<file path="config.mk">
export PLATFORM = sky130hd
export DESIGN_NAME = decode_control_flat
export DESIGN_NICKNAME = d
export VERILOG_FILES = /design/src/rtl/decode_control_pkg.sv /design/src/rtl/decode_control_if.sv /design/src/rtl/decode_control_imm_gen.sv /design/src/rtl/decode_control.sv /design/src/flat_wrapper.sv
export SDC_FILE = /design/constraint.sdc
export NUM_CORES = 1
export LEC_CHECK = 0
export ABC_AREA = 1
export ABC_CLOCK_PERIOD_IN_PS = 6100
export BUFFER_PORTS_ARGS = -buffer_cell sky130_fd_sc_hd__buf_2
export CAP_MARGIN = 20
export CORE_MARGIN = 2
export CORE_UTILIZATION = 45
export CTS_BUF_LIST = sky130_fd_sc_hd__clkbuf_2 sky130_fd_sc_hd__clkbuf_4 sky130_fd_sc_hd__clkbuf_8
export DETAILED_ROUTE_END_ITERATION = 8
export HOLD_SLACK_MARGIN = 0.1
export PLACE_DENSITY = 0.69
export RECOVER_POWER = 50
export SLEW_MARGIN = 30
export SYNTH_ARGS = -nofsm -noshare
export SYNTH_HDL_FRONTEND = slang
export SYNTH_HIERARCHICAL = 1
export SYNTH_SLANG_ARGS = --single-unit
</file>
<file path="constraint.sdc">
create_clock -name clk -period 6.1 [get_ports clk]
set_clock_uncertainty 0.1 [all_clocks]
set_input_delay 1.22 -clock clk [delete_from_list [all_inputs] [get_ports clk]]
set_output_delay 1.22 -clock clk [all_outputs]
set_load 0.01 [all_outputs]
</file>
<file path="src/rtl/decode_control_pkg.sv">
// Shared constants and types for the multi-cycle RV64 decode/control block:
// stage codes, opcodes, ALU encodings, state enum and decode helpers.
package decode_control_pkg;

    localparam int unsigned SEL_W  = 3;
    localparam int unsigned OPC_W  = 7;
    localparam int unsigned ALU_W  = 4;
    localparam int unsigned REG_W  = 5;
    localparam int unsigned INSN_W = 32;

    localparam logic [SEL_W-1:0] STAGE_FETCH     = 3'd0;
    localparam logic [SEL_W-1:0] STAGE_DECODE    = 3'd1;
    localparam logic [SEL_W-1:0] STAGE_EXECUTE   = 3'd2;
    localparam logic [SEL_W-1:0] STAGE_MEMORY    = 3'd3;
    localparam logic [SEL_W-1:0] STAGE_WRITEBACK = 3'd4;

    typedef enum logic [SEL_W-1:0] {
        S_FETCH     = STAGE_FETCH,
        S_DECODE    = STAGE_DECODE,
        S_EXECUTE   = STAGE_EXECUTE,
        S_MEMORY    = STAGE_MEMORY,
        S_WRITEBACK = STAGE_WRITEBACK
    } state_t;

    localparam logic [OPC_W-1:0] OPC_RTYPE  = 7'b0110011;
    localparam logic [OPC_W-1:0] OPC_IALU   = 7'b0010011;
    localparam logic [OPC_W-1:0] OPC_LOAD   = 7'b0000011;
    localparam logic [OPC_W-1:0] OPC_STORE  = 7'b0100011;
    localparam logic [OPC_W-1:0] OPC_BRANCH = 7'b1100011;

    localparam logic [ALU_W-1:0] ALU_ADD = 4'd0;
    localparam logic [ALU_W-1:0] ALU_SUB = 4'd1;
    localparam logic [ALU_W-1:0] ALU_AND = 4'd2;
    localparam logic [ALU_W-1:0] ALU_OR  = 4'd3;

    // Register-file / ALU fields captured at instruction accept.
    typedef struct packed {
        logic [REG_W-1:0] rs1;
        logic [REG_W-1:0] rs2;
        logic [REG_W-1:0] rd;
        logic [ALU_W-1:0] alu_op;
    } dec_fields_t;

    function automatic logic opcode_supported(input logic [OPC_W-1:0] opc);
        return (opc == OPC_RTYPE) || (opc == OPC_IALU) || (opc == OPC_LOAD) ||
               (opc == OPC_STORE) || (opc == OPC_BRANCH);
    endfunction

    // Unrecognised R-type funct3 values fall back to add.
    function automatic logic [ALU_W-1:0] alu_op_of(input logic [OPC_W-1:0] opc,
                                                   input logic [2:0]       funct3,
                                                   input logic             sub_bit);
        logic [ALU_W-1:0] op;
        op = ALU_ADD;
        if (opc == OPC_RTYPE) begin
            case (funct3)
                3'b000:  op = sub_bit ? ALU_SUB : ALU_ADD;
                3'b111:  op = ALU_AND;
                3'b110:  op = ALU_OR;
                default: op = ALU_ADD;
            endcase
        end else if (opc == OPC_BRANCH) begin
            op = ALU_SUB;
        end
        return op;
    endfunction

endpackage

</file>
<file path="src/rtl/decode_control_if.sv">
// Instruction/memory handshake and decoded-control bundle of decode_control.
// slave is the control block, master is the fetch/datapath side.
interface decode_control_if
    import decode_control_pkg::*;
#(
    parameter int unsigned XLEN = 64
) ();
    logic                instr_valid;
    logic [INSN_W-1:0]   instr;
    logic                instr_ready;
    logic                mem_ready;
    logic [SEL_W-1:0]    sel;
    logic                Reg_Write;
    logic [REG_W-1:0]    Read_Register1;
    logic [REG_W-1:0]    Read_Register2;
    logic [REG_W-1:0]    Write_Register;
    logic [XLEN-1:0]     imm;
    logic [ALU_W-1:0]    alu_op;
    logic                mem_read;
    logic                mem_write;
    logic                illegal;

    modport master (
        output instr_valid, instr, mem_ready,
        input  instr_ready, sel, Reg_Write, Read_Register1, Read_Register2,
               Write_Register, imm, alu_op, mem_read, mem_write, illegal
    );

    modport slave (
        input  instr_valid, instr, mem_ready,
        output instr_ready, sel, Reg_Write, Read_Register1, Read_Register2,
               Write_Register, imm, alu_op, mem_read, mem_write, illegal
    );
endinterface

</file>
<file path="src/rtl/decode_control_imm_gen.sv">
// Combinational immediate generator: I/S/B formats sign-extended to XLEN,
// zero for R-type and unsupported opcodes.
module imm_gen
    import decode_control_pkg::*;
#(
    parameter int unsigned XLEN = 64
) (
    input  logic [OPC_W-1:0] opcode_i,
    input  logic [11:0]      hi_i,     // instr[31:20]
    input  logic [4:0]       lo_i,     // instr[11:7]
    output logic [XLEN-1:0]  imm_c_o
);

    always_comb begin
        imm_c_o = '0;
        case (opcode_i)
            OPC_IALU, OPC_LOAD: imm_c_o = XLEN'($signed(hi_i));
            OPC_STORE:          imm_c_o = XLEN'($signed({hi_i[11:5], lo_i}));
            OPC_BRANCH:         imm_c_o = XLEN'($signed({hi_i[11], lo_i[0], hi_i[10:5],
                                                         lo_i[4:1], 1'b0}));
            default:            imm_c_o = '0;
        endcase
    end

endmodule

</file>
<file path="src/rtl/decode_control.sv">
// Multi-cycle RV64 subset control FSM: FETCH/DECODE/EXECUTE/MEMORY/WRITEBACK,
// with a bounded memory wait and registered control outputs.
module decode_control
    import decode_control_pkg::*;
#(
    parameter int unsigned XLEN         = 64,
    parameter int unsigned MEM_WAIT_MAX = 15
) (
    input  logic             clk,
    input  logic             rst_n,
    decode_control_if.slave  bus
);

    localparam int unsigned      CNT_W    = $clog2(MEM_WAIT_MAX + 1);
    localparam logic [CNT_W-1:0] CNT_LAST = CNT_W'(MEM_WAIT_MAX - 1);

    state_t            state_q, state_d;
    logic [INSN_W-1:0] ir_q, ir_d;
    logic [CNT_W-1:0]  cnt_q, cnt_d;
    dec_fields_t       fld_q, fld_d;
    logic [XLEN-1:0]   imm_q, imm_d, imm_c;
    logic              rdy_q, rdy_d;
    logic              wr_q, wr_d;
    logic              mrd_q, mrd_d;
    logic              mwr_q, mwr_d;
    logic              ill_q, ill_d;
    logic              accept_c;
    logic              timeout_c;
    logic [OPC_W-1:0]  opc_q;

    assign opc_q = ir_q[OPC_W-1:0];

    imm_gen #(.XLEN(XLEN)) u_imm_gen (
        .opcode_i (ir_d[6:0]),
        .hi_i     (ir_d[31:20]),
        .lo_i     (ir_d[11:7]),
        .imm_c_o  (imm_c)
    );

    // Next state, IR/field capture and next values of all registered outputs.
    always_comb begin
        state_d   = state_q;
        ir_d      = ir_q;
        cnt_d     = '0;
        fld_d     = fld_q;
        imm_d     = imm_q;
        timeout_c = 1'b0;
        accept_c  = (state_q == S_FETCH) && rdy_q && bus.instr_valid;

        case (state_q)
            S_FETCH: begin
                if (accept_c) begin
                    ir_d    = bus.instr;
                    state_d = S_DECODE;
                end
            end
            S_DECODE: begin
                state_d = opcode_supported(opc_q) ? S_EXECUTE : S_FETCH;
            end
            S_EXECUTE: begin
                case (opc_q)
                    OPC_RTYPE, OPC_IALU: state_d = S_WRITEBACK;
                    OPC_LOAD, OPC_STORE: state_d = S_MEMORY;
                    default:             state_d = S_FETCH;
                endcase
            end
            S_MEMORY: begin
                if (bus.mem_ready) begin
                    state_d = (opc_q == OPC_LOAD) ? S_WRITEBACK : S_FETCH;
                end else if (cnt_q == CNT_LAST) begin
                    state_d   = S_FETCH;
                    timeout_c = 1'b1;
                end else begin
                    cnt_d = cnt_q + 1'b1;
                end
            end
            S_WRITEBACK: begin
                state_d = S_FETCH;
            end
            default: begin
                state_d = S_FETCH;
            end
        endcase

        if (accept_c) begin
            fld_d.rs1    = ir_d[19:15];
            fld_d.rs2    = ir_d[24:20];
            fld_d.rd     = ir_d[11:7];
            fld_d.alu_op = alu_op_of(ir_d[6:0], ir_d[14:12], ir_d[30]);
            imm_d        = imm_c;
        end

        rdy_d = (state_d == S_FETCH);
        wr_d  = (state_d == S_WRITEBACK);
        mrd_d = (state_d == S_MEMORY) && (ir_d[6:0] == OPC_LOAD);
        mwr_d = (state_d == S_MEMORY) && (ir_d[6:0] == OPC_STORE);
        ill_d = (accept_c && !opcode_supported(ir_d[6:0])) || timeout_c;
    end

    always_ff @(posedge clk or negedge rst_n) begin
        if (!rst_n) begin
            state_q <= S_FETCH;
            ir_q    <= '0;
            cnt_q   <= '0;
            fld_q   <= '0;
            imm_q   <= '0;
            rdy_q   <= 1'b0;
            wr_q    <= 1'b0;
            mrd_q   <= 1'b0;
            mwr_q   <= 1'b0;
            ill_q   <= 1'b0;
        end else begin
            state_q <= state_d;
            ir_q    <= ir_d;
            cnt_q   <= cnt_d;
            fld_q   <= fld_d;
            imm_q   <= imm_d;
            rdy_q   <= rdy_d;
            wr_q    <= wr_d;
            mrd_q   <= mrd_d;
            mwr_q   <= mwr_d;
            ill_q   <= ill_d;
        end
    end

    assign bus.sel            = state_q;
    assign bus.instr_ready    = rdy_q;
    assign bus.Reg_Write      = wr_q;
    assign bus.Read_Register1 = fld_q.rs1;
    assign bus.Read_Register2 = fld_q.rs2;
    assign bus.Write_Register = fld_q.rd;
    assign bus.alu_op         = fld_q.alu_op;
    assign bus.imm            = imm_q;
    assign bus.mem_read       = mrd_q;
    assign bus.mem_write      = mwr_q;
    assign bus.illegal        = ill_q;

endmodule

</file>
<file path="src/flat_wrapper.sv">
// flat-port wrapper written by rule: the top's interface ports become plain ports
module decode_control_flat import decode_control_pkg::*;
#(
    parameter int unsigned XLEN         = 64,
    parameter int unsigned MEM_WAIT_MAX = 15
)
  (clk, rst_n, bus_instr_valid, bus_instr, bus_mem_ready, bus_instr_ready, bus_sel, bus_Reg_Write, bus_Read_Register1, bus_Read_Register2, bus_Write_Register, bus_imm, bus_alu_op, bus_mem_read, bus_mem_write, bus_illegal);
  decode_control_if #(.XLEN(XLEN)) bus_i ();
  input  logic clk;
  input  logic rst_n;
  input wire logic [$bits(bus_i.instr_valid)-1:0] bus_instr_valid;
  input wire logic [$bits(bus_i.instr)-1:0] bus_instr;
  input wire logic [$bits(bus_i.mem_ready)-1:0] bus_mem_ready;
  output wire logic [$bits(bus_i.instr_ready)-1:0] bus_instr_ready;
  output wire logic [$bits(bus_i.sel)-1:0] bus_sel;
  output wire logic [$bits(bus_i.Reg_Write)-1:0] bus_Reg_Write;
  output wire logic [$bits(bus_i.Read_Register1)-1:0] bus_Read_Register1;
  output wire logic [$bits(bus_i.Read_Register2)-1:0] bus_Read_Register2;
  output wire logic [$bits(bus_i.Write_Register)-1:0] bus_Write_Register;
  output wire logic [$bits(bus_i.imm)-1:0] bus_imm;
  output wire logic [$bits(bus_i.alu_op)-1:0] bus_alu_op;
  output wire logic [$bits(bus_i.mem_read)-1:0] bus_mem_read;
  output wire logic [$bits(bus_i.mem_write)-1:0] bus_mem_write;
  output wire logic [$bits(bus_i.illegal)-1:0] bus_illegal;
  assign bus_i.instr_valid = bus_instr_valid;
  assign bus_i.instr = bus_instr;
  assign bus_i.mem_ready = bus_mem_ready;
  assign bus_instr_ready = bus_i.instr_ready;
  assign bus_sel = bus_i.sel;
  assign bus_Reg_Write = bus_i.Reg_Write;
  assign bus_Read_Register1 = bus_i.Read_Register1;
  assign bus_Read_Register2 = bus_i.Read_Register2;
  assign bus_Write_Register = bus_i.Write_Register;
  assign bus_imm = bus_i.imm;
  assign bus_alu_op = bus_i.alu_op;
  assign bus_mem_read = bus_i.mem_read;
  assign bus_mem_write = bus_i.mem_write;
  assign bus_illegal = bus_i.illegal;
  decode_control #(.XLEN(XLEN), .MEM_WAIT_MAX(MEM_WAIT_MAX)) u_core (.clk(clk), .rst_n(rst_n), .bus(bus_i));
endmodule
</file>
==> summary by stage, run 1 <==
Status
The flow ran to the end, but the final reports show violations. The final reports fail on capacitance limit, slew limit.

Cells and area
Summing all multi-input logic gate instances after layout gives roughly 0.0017 mm^2. From synthesis to final layout, the design area changed by 12.6%. In the final design database the tool counted ~750 nets. The post-route netlist has 13.8% of its cells at a drive strength greater than 1. The antenna diode instance count is 0. The count of filler cells inserted in the layout is 1142. The combined flip-flop and latch cell area is 0.00300 mm^2.

For this run, the number of standard cells in the final layout without fillers is around 860.

Setup path
Traced cell by cell, the critical path runs through clkbuf_1, buf_4. For this run, the slowest stage of the critical path takes 2480 ps. The data arrival time of the critical path is roughly 4700 ps. By startpoint and endpoint, the worst setup path is classified as in -> async. On the critical path, the stage with the largest delay is an instance of clkbuf_1. STA classifies the critical path endpoint as an async pin. The number of cell instances on the worst register-to-register path is 11. The highest fanout seen on the critical path is 69. Counting both buffers and inverters, the worst setup path holds a total of 2. The kind of launch point of the worst setup path is an input pin. Counting buffers and inverters, the worst setup path is 2 cells deep.

In this design, the largest share of critical-path delay is due to buffers and inverters. The worst reg-to-reg setup slack is 2500 ps. The required time reported for the critical path endpoint is around 6500 ps.

Global routing
The maximum number of pins on one net before global-route repair is 70. The initial antenna violation count was 0. The wire length of the first global-routing pass is 19.0 mm.

The via count of the first global-routing pass is between 3000 and 4000. The aggregate global-route resource usage is between 10% and 20%. The remaining global-route overflow is 0.

Pwr
Summed over all nets, the switching power comes to between 0.0005 and 0.0006 W. In this run switching power makes up 28.9% of total power. In this run, the clock network consumes a little over 40% of the power. The leakage power summed over all cells is around 3.4 nW. Sequential cells burn between 40% and 50% of the power.

The part of the power in combinational logic is 14.9%. Across the VDD grid, the largest voltage drop is around 140 uV. The power per standard cell area is between 300 and 400 mW/mm^2. Internal power comes to 0.00147 W. The total power of the final layout is 0.00206 W.

Synth
Yosys attributes the largest share of cell area to dfrtp_1 (56%), nand2_1 (23%), buf_4 (7.4%). The most used flip-flop cell after synthesis is dfrtp_1. In the synthesized netlist, the cells that appear most often are nand2_1 (323), dfrtp_1 (120), buf_4 (53).

The number of synthesized register bits is 120. The top cell type's share of synthesized area is 55.7%. The synthesized design contains 0 enable-type register cells. The biggest area contributor in the post-synthesis netlist is dfrtp_1. The post-synthesis sequential area ratio is 55.7%. For this run, the number of Yosys warnings is 6.

Synthesis produced 636 cells. The cell area that synthesis handed to floorplanning was 0.00539 mm^2. Counting flops with an async set or reset pin after synthesis yields a share of 100%. The unique cell type count in the Yosys netlist is 25. The library cell with the highest instance count after synthesis is nand2_1. The post-synthesis area per instance is about 8.5 um^2.

Routing
The number of violations reported at the end of detailed-routing iteration 0 is 245. The post-detailed-route count of antenna-violating nets is 0. For this block, the routed nets add up to 11.2 mm of wire. In the routed design, unresolved DRC markers number 0. The number of vias after detailed routing is 4034. The final routed wire length divided by cell count is 13.0 um. The total iterations of the first detailed-routing run is 4. The via density per instance is around 4.7.

STA
The relative max-transition margin is -139%. Setup violations remaining at the end of the flow were counted as 0. The final-layout setup total negative slack is 0 ps. The count of pins over their slew limit is 70. The number of endpoints with negative hold slack in the final report is 0. The clock period could shrink to roughly 4300 ps. The worst hold slack is 379 ps. The upper clock frequency limit is 0.233 GHz. The final clock period utilization by the worst path is a little over two thirds. Setup repair after global routing left no endpoint under its margin. For the pin with the worst max-slew slack, the measured transition is 3580 ps.

Clock tree
The number of setup buffers added after CTS is 0. Clock latency on the worst-skew pair, taken at its later pin, is 420 ps. Clock tree synthesis inserted a total of 17 buffers. The clock passes through at most 2 buffers.

TritonCTS built the clock tree. The clock transition at the registers of the reported paths is ~70 ps. The clock root buffer master is clkbuf_8. The quantity of gates resized following cts is 0.

The number of buffers inserted by hold repair at cts is 0. CTS saw 120 sinks. The maximum level of the CTS H-tree is 4.

Die
The vertical die dimension is roughly 110 um. The total number of placement rows is 39. During I/O placement, the number of pins put on the boundary was 127. Measured along the x axis, the die boundary spans 113 um.

The core region is 0.0116 mm^2. The floorplan step defined a die boundary enclosing 0.0129 mm^2. The effective utilization at floorplan is 46.6%.

Placed design
The number of buffers inserted by port buffering is ~120. The congestion estimate from routability-driven global placement came to 0.780. The cell count after placement is 831. After legalization and detailed placement, the total HPWL measured 7.39 mm.

Job
Across the run, the number of max-cap violations was 1.

Min path
The number of cells on the worst hold path is 2. The worst min-delay path category is reg -> reg.
## cell families after synthesis
family,count (synthesis),synth area share [%]
AO/OA/AOI/OAI,7,0.859
XOR/XNOR,2,0.325
adder cells (fa/ha/maj),2,0.465
buffers and inverters,112,12.4
flip-flops,120,55.7
other,1,0.0696
AND/OR/NAND/NOR,392,30.1
## placed cells by master, fill, tap and decap left out
cell        Yosys  routed
a21oi_1         1       1
xor2_1          1       1
nand3_4         1       1
xnor2_1         1       1
inv_1          31      32
inv_2           4       3
nor3_1          4       4
inv_6           0       2
buf_4          53       3
nand4_1        12      12
clkbuf_1        8      85
bufinv_16       0       5
clkinv_4        0       4
clkinvlp_4      0       1
nor3b_2         1       1
ha_1            2       2
clkbuf_8        0      18
nor2_4          4       5
nand3_1        19      19
nand2_2         9       7
clkinv_2        0       2
nand2_1       323     325
o21ai_4         1       1
o21ai_0         5       5
buf_16          0       1
dfrtp_1       120     120
buf_2          12      39
nor2_2          7       6
nor2_1         12      12
conb_1          1       2
## path summary, 6_finish.rpt
kind | from | end
hold / removal | u_core/ir_q[20] | u_core/ir_q[20]
max in group clk | bus_instr_valid | u_core/bus.imm[50]
min in group asynchronous | rst_n | u_core/cnt_q[2]
setup reg to reg | u_core/bus.sel[1] | u_core/bus.imm[50]
setup / recovery | rst_n | u_core/ir_q[13]
hold reg to reg | u_core/ir_q[20] | u_core/ir_q[20]
## sequential cells by signal (all words and copies together), names as in the netlist
signal and flops:
u_core/cnt_q 4, u_core/bus.Read_Register1 5, u_core/bus.Read_Register2 5, u_core/bus.mem_read 1, u_core/bus.illegal 1, u_core/bus.sel 3
u_core/bus.imm 64, u_core/bus.Reg_Write 1, u_core/ir_q 27, u_core/bus.Write_Register 5, u_core/bus.instr_ready 1, u_core/bus.alu_op 2
u_core/bus.mem_write 1
## metrics by stage
step	utilization, %	setup slack (ps)	area, um^2
floorplan	-	2340	5390
global placement	49.1	1700	5680
detailed placement	49.4	1690	5710
CTS	53.4	2140	6180
global route	52.4	1080	6060
finish	52.4	1810	6060
## layer usage
metal	global-route usage [%]	up-vias	wire length [um]	part of all wire (%)
met5	0	-	0	0
met3	6.27	5	793	7.1
met4	4.88	0	68	0.60
met2	29.9	117	5280	47
li1	-	2018	-	-
met1	24.1	1894	5100	45
## final cells by class
class	count	area share (%)
clock buffer	18	4.09
clock inverter	14	3.63
inverter	35	2.17
multi-input combinational	405	28.3
sequential	120	49.5
tap	143	2.95
timing repair buffer	128	9.30
## worst reg2reg max path: stages, from the launching register on
cell     delay (ps)
dfrtp_1         420
nor2_4          270
nand3_4         560
inv_2           720
nand2_1         140
nand2_1         240
nor2_4          110
o21ai_4         350
nor2_4          180
buf_16          220
nand2_1          90
nand2_1          70
## power groups by stage
stage               Combinational [W]  Clock, W  Sequential, W
global route                 0.000354  0.000895       0.000925
global placement             0.000313         0       0.000927
detailed placement           0.000321         0       0.000930
CTS                          0.000323  0.000859       0.000915
floorplan                    0.000207         0       0.000944
finish                       0.000307  0.000837       0.000916
Power figures use the tool's default switching activity.
==> run 2, diff against run 1 <==
Settings changed: ABC_CLOCK_PERIOD_IN_PS 6100 to 4000.
Clock period 6.1 ns to 4 ns, I/O delays scaled along.
==> run 2 against run 1 <==
The flow still finishes with violations (capacitance limit, slew limit). Sequential power increased by 53%. Combinational power increased by 56%. Via count increased by 0.25%. Worst hold slack improved by 1.2 ps. Sequential share of layout area decreased by 0.27 points. Largest cell class unchanged.
==> summary by stage, run 2 (same netlist as run 1, synthesis figures left out) <==
Clock tree
The maximum level of the CTS H-tree came to 4 (unchanged). The number of buffers inserted by hold repair at cts is 0 (unchanged). The clock tree from TritonCTS is yes (unchanged). The source-to-sink clock delay at the later pin of the worst-skew pair is 440 ps (was 420 ps). The clock sink count was 120 (unchanged).

The number of CTS-inserted buffers came to 17 (unchanged). The worst-case clock buffer depth is 2 (unchanged). The clock root buffer master is clkbuf_8 (unchanged). The clock transition at the registers of the reported paths was 70 ps (about the same). The quantity of gates resized following cts was 0 (unchanged). The number of setup buffers added after CTS was 0 (unchanged).

STA
RSZ-0062 raised after global routing: no (unchanged). The final-layout setup total negative slack is 0 ps (unchanged). The actual slew at the worst max-slew pin is 1580 ps (was 3580 ps). Static timing analysis puts the maximum clock frequency at 0.329 GHz. The count of pins over their slew limit is 96 (was 70).

The relative max-transition margin is -5.64% (was -139%). Subtracting the final worst setup slack from the clock period gives 3040 ps. The final clock period utilization by the worst path is 76.1%. The final count of negative-setup-slack endpoints is 0 (unchanged). The number of endpoints with negative hold slack in the final report is 0 (unchanged).

Setup path
The number of buffers and inverters on the critical path is 2 (unchanged). The slowest stage cell on the critical path is clkbuf_1 (unchanged). The highest fanout seen on the critical path was 64 (was 69). The delay of the slowest cell on the worst path came to 1220 ps (was 2480 ps). The data arrival time of the critical path is 3210 ps (was 4670 ps). The required time reported for the critical path endpoint was 4160 ps (was 6480 ps). The classification of the worst setup path is in -> async (unchanged). CP cell instances: clkbuf_2, clkbuf_1 (was clkbuf_1, buf_4). The kind of launch point of the worst setup path is an input pin (unchanged). The critical path capture point type is an async pin (unchanged). The kind of cell with the highest combined delay on the critical path is buffers and inverters (unchanged).

Global routing
The initial antenna violation count came to 2 (was 0). The remaining global-route overflow is 0 (unchanged). The wire length of the first global-routing pass is 19.3 mm (was 19.0 mm). The via count of the first global-routing pass is 3977 (was 3985). The aggregate global-route resource usage came to 19.0% (was 18.5%). The maximum number of pins on one net before global-route repair was 66 (was 70).

Routing
The post-detailed-route count of antenna-violating nets is 0 (unchanged). The final routed wire length divided by cell count is 13.2 um (was 13.0 um). The number of DRC violations after detailed routing is 0 (unchanged). The via density per instance is 4.68 (was 4.67). The total iterations of the first detailed-routing run was 5 (was 4). The number of vias after detailed routing came to 4044 (was 4034).

The wire length reported by the detailed router is 11.4 mm (was 11.2 mm). The number of violations reported at the end of detailed-routing iteration 0 is 205 (was 245).

Pwr
The peak ir drop on the vdd network is 190 uV (was 141 uV). The leakage power summed over all cells is 3.58 nW (was 3.36 nW). The power per standard cell area was 505 mW/mm^2 (was 340 mW/mm^2).

Placed design
The cell count after placement came to 833 (was 831). The HPWL after detailed placement came to 7.54 mm (was 7.39 mm). The number of buffers inserted by port buffering is 124 (unchanged). The final RePlAce weighted congestion is 0.773 (was 0.780).

Cells and area
The combined flip-flop and latch cell area is 0.00300 mm^2 (unchanged). The area of the multi-input gates was 0.00172 mm^2 (unchanged). The net count reported at finish was 747 (was 745). The number of flip-flops in the largest register is 64 (unchanged). The count of filler cells inserted in the layout is 1136 (was 1142). The share of cells above drive strength 1 is 21.6% (was 13.8%).

The antenna diode instance count is 0 (unchanged). The leading cell type in the layout, fill and taps excluded was nand2_1 (unchanged). Most frequent cells in the layout: nand2_1 (325), dfrtp_1 (120), buf_2 (94) (was nand2_1 (325), dfrtp_1 (120), clkbuf_1 (85)). The area overhead of the layout relative to synthesis came to 13.2% (was 12.6%). The final cell count without fillers is 865 (was 863).

Die
The effective utilization at floorplan is 46.6% (unchanged). The area of the die is 0.0129 mm^2 (unchanged). The total number of placement rows is 39 (unchanged). The vertical die dimension is 113 um (unchanged). The number of top-level pins is 127 (unchanged). The placeable core area is 0.0116 mm^2 (unchanged). The die width is 113 um (unchanged).

Min path
The worst min-delay path category was reg -> reg (unchanged).

Status
Violated checks: capacitance limit, slew limit (unchanged). Outcome: finished, violations left (unchanged).

Job
The max-capacitance violation count came to 2 (was 1).
==> run 2: cell count changes in the layout (fill, tap and decap cells not counted), sizes merged <==
cell	before	now
bufinv	5	3
buf	43	98
clkinv	6	3
inv	37	35
clkbuf	103	57
==> run 2: layout make-up <==
| class | count | share of cell area [%] |
|---|---|---|
| repair buffers | 130 | 10.2 |
| well taps | 143 | 2.93 |
| inverters | 35 | 2.15 |
| clock inverters | 7 | 1.85 |
| clock buffers | 25 | 5.44 |
| flip-flops and latches | 120 | 49.2 |
| multi-input cells | 405 | 28.2 |
==> run 2: worst paths after layout <==
kind / from / end / slack (ps) / cells after the start
worst min register to register: u_core/ir_q[8] / u_core/ir_q[8] / 380 / 2
min in group asynchronous: rst_n / u_core/cnt_q[3] / 660 / 1
max in group clk: u_core/bus.sel[1] / u_core/bus.imm[42] / 1110 / 10
worst max-delay path: rst_n / u_core/ir_q[3] / 960 / 2
worst min-delay path: u_core/ir_q[8] / u_core/ir_q[8] / 380 / 2
worst max register to register: u_core/bus.sel[1] / u_core/bus.imm[42] / 1110 / 10
==> run 2: where the power goes <==
group | internal, W | leakage [nW] | switching (W)
Sequential | 0.00134 | 1.59 | 0.0000569
Combinational | 0.000138 | 1.76 | 0.000341
Clock | 0.000728 | 0.229 | 0.000475
==> run 2: metrics by stage <==
stage / utilization, % / area [um^2] / total power (W) / hold slack, ps / setup slack (ps)
2_1_floorplan: - / 5390 / 0.00176 / 345 / 661
3_3_place_gp: 49.3 / 5710 / 0.00190 / 356 / 806
3_5_place_dp: 49.3 / 5710 / 0.00191 / 361 / 719
4_1_cts: 53.2 / 6150 / 0.00313 / 373 / 1080
5_1_grt: 52.7 / 6100 / 0.00325 / 392 / 428
6_report: 52.7 / 6100 / 0.00308 / 381 / 957
==> run 2: metal layers <==
metal	share of wire [%]	routed length (um)	vias to the layer above	track usage (%)
li1	-	-	2021	-
met1	45	5140	1888	24.1
met2	46	5280	114	29.6
met3	7.2	821	19	7.12
met4	1.3	149	2	7.72
met5	0.061	7	-	0
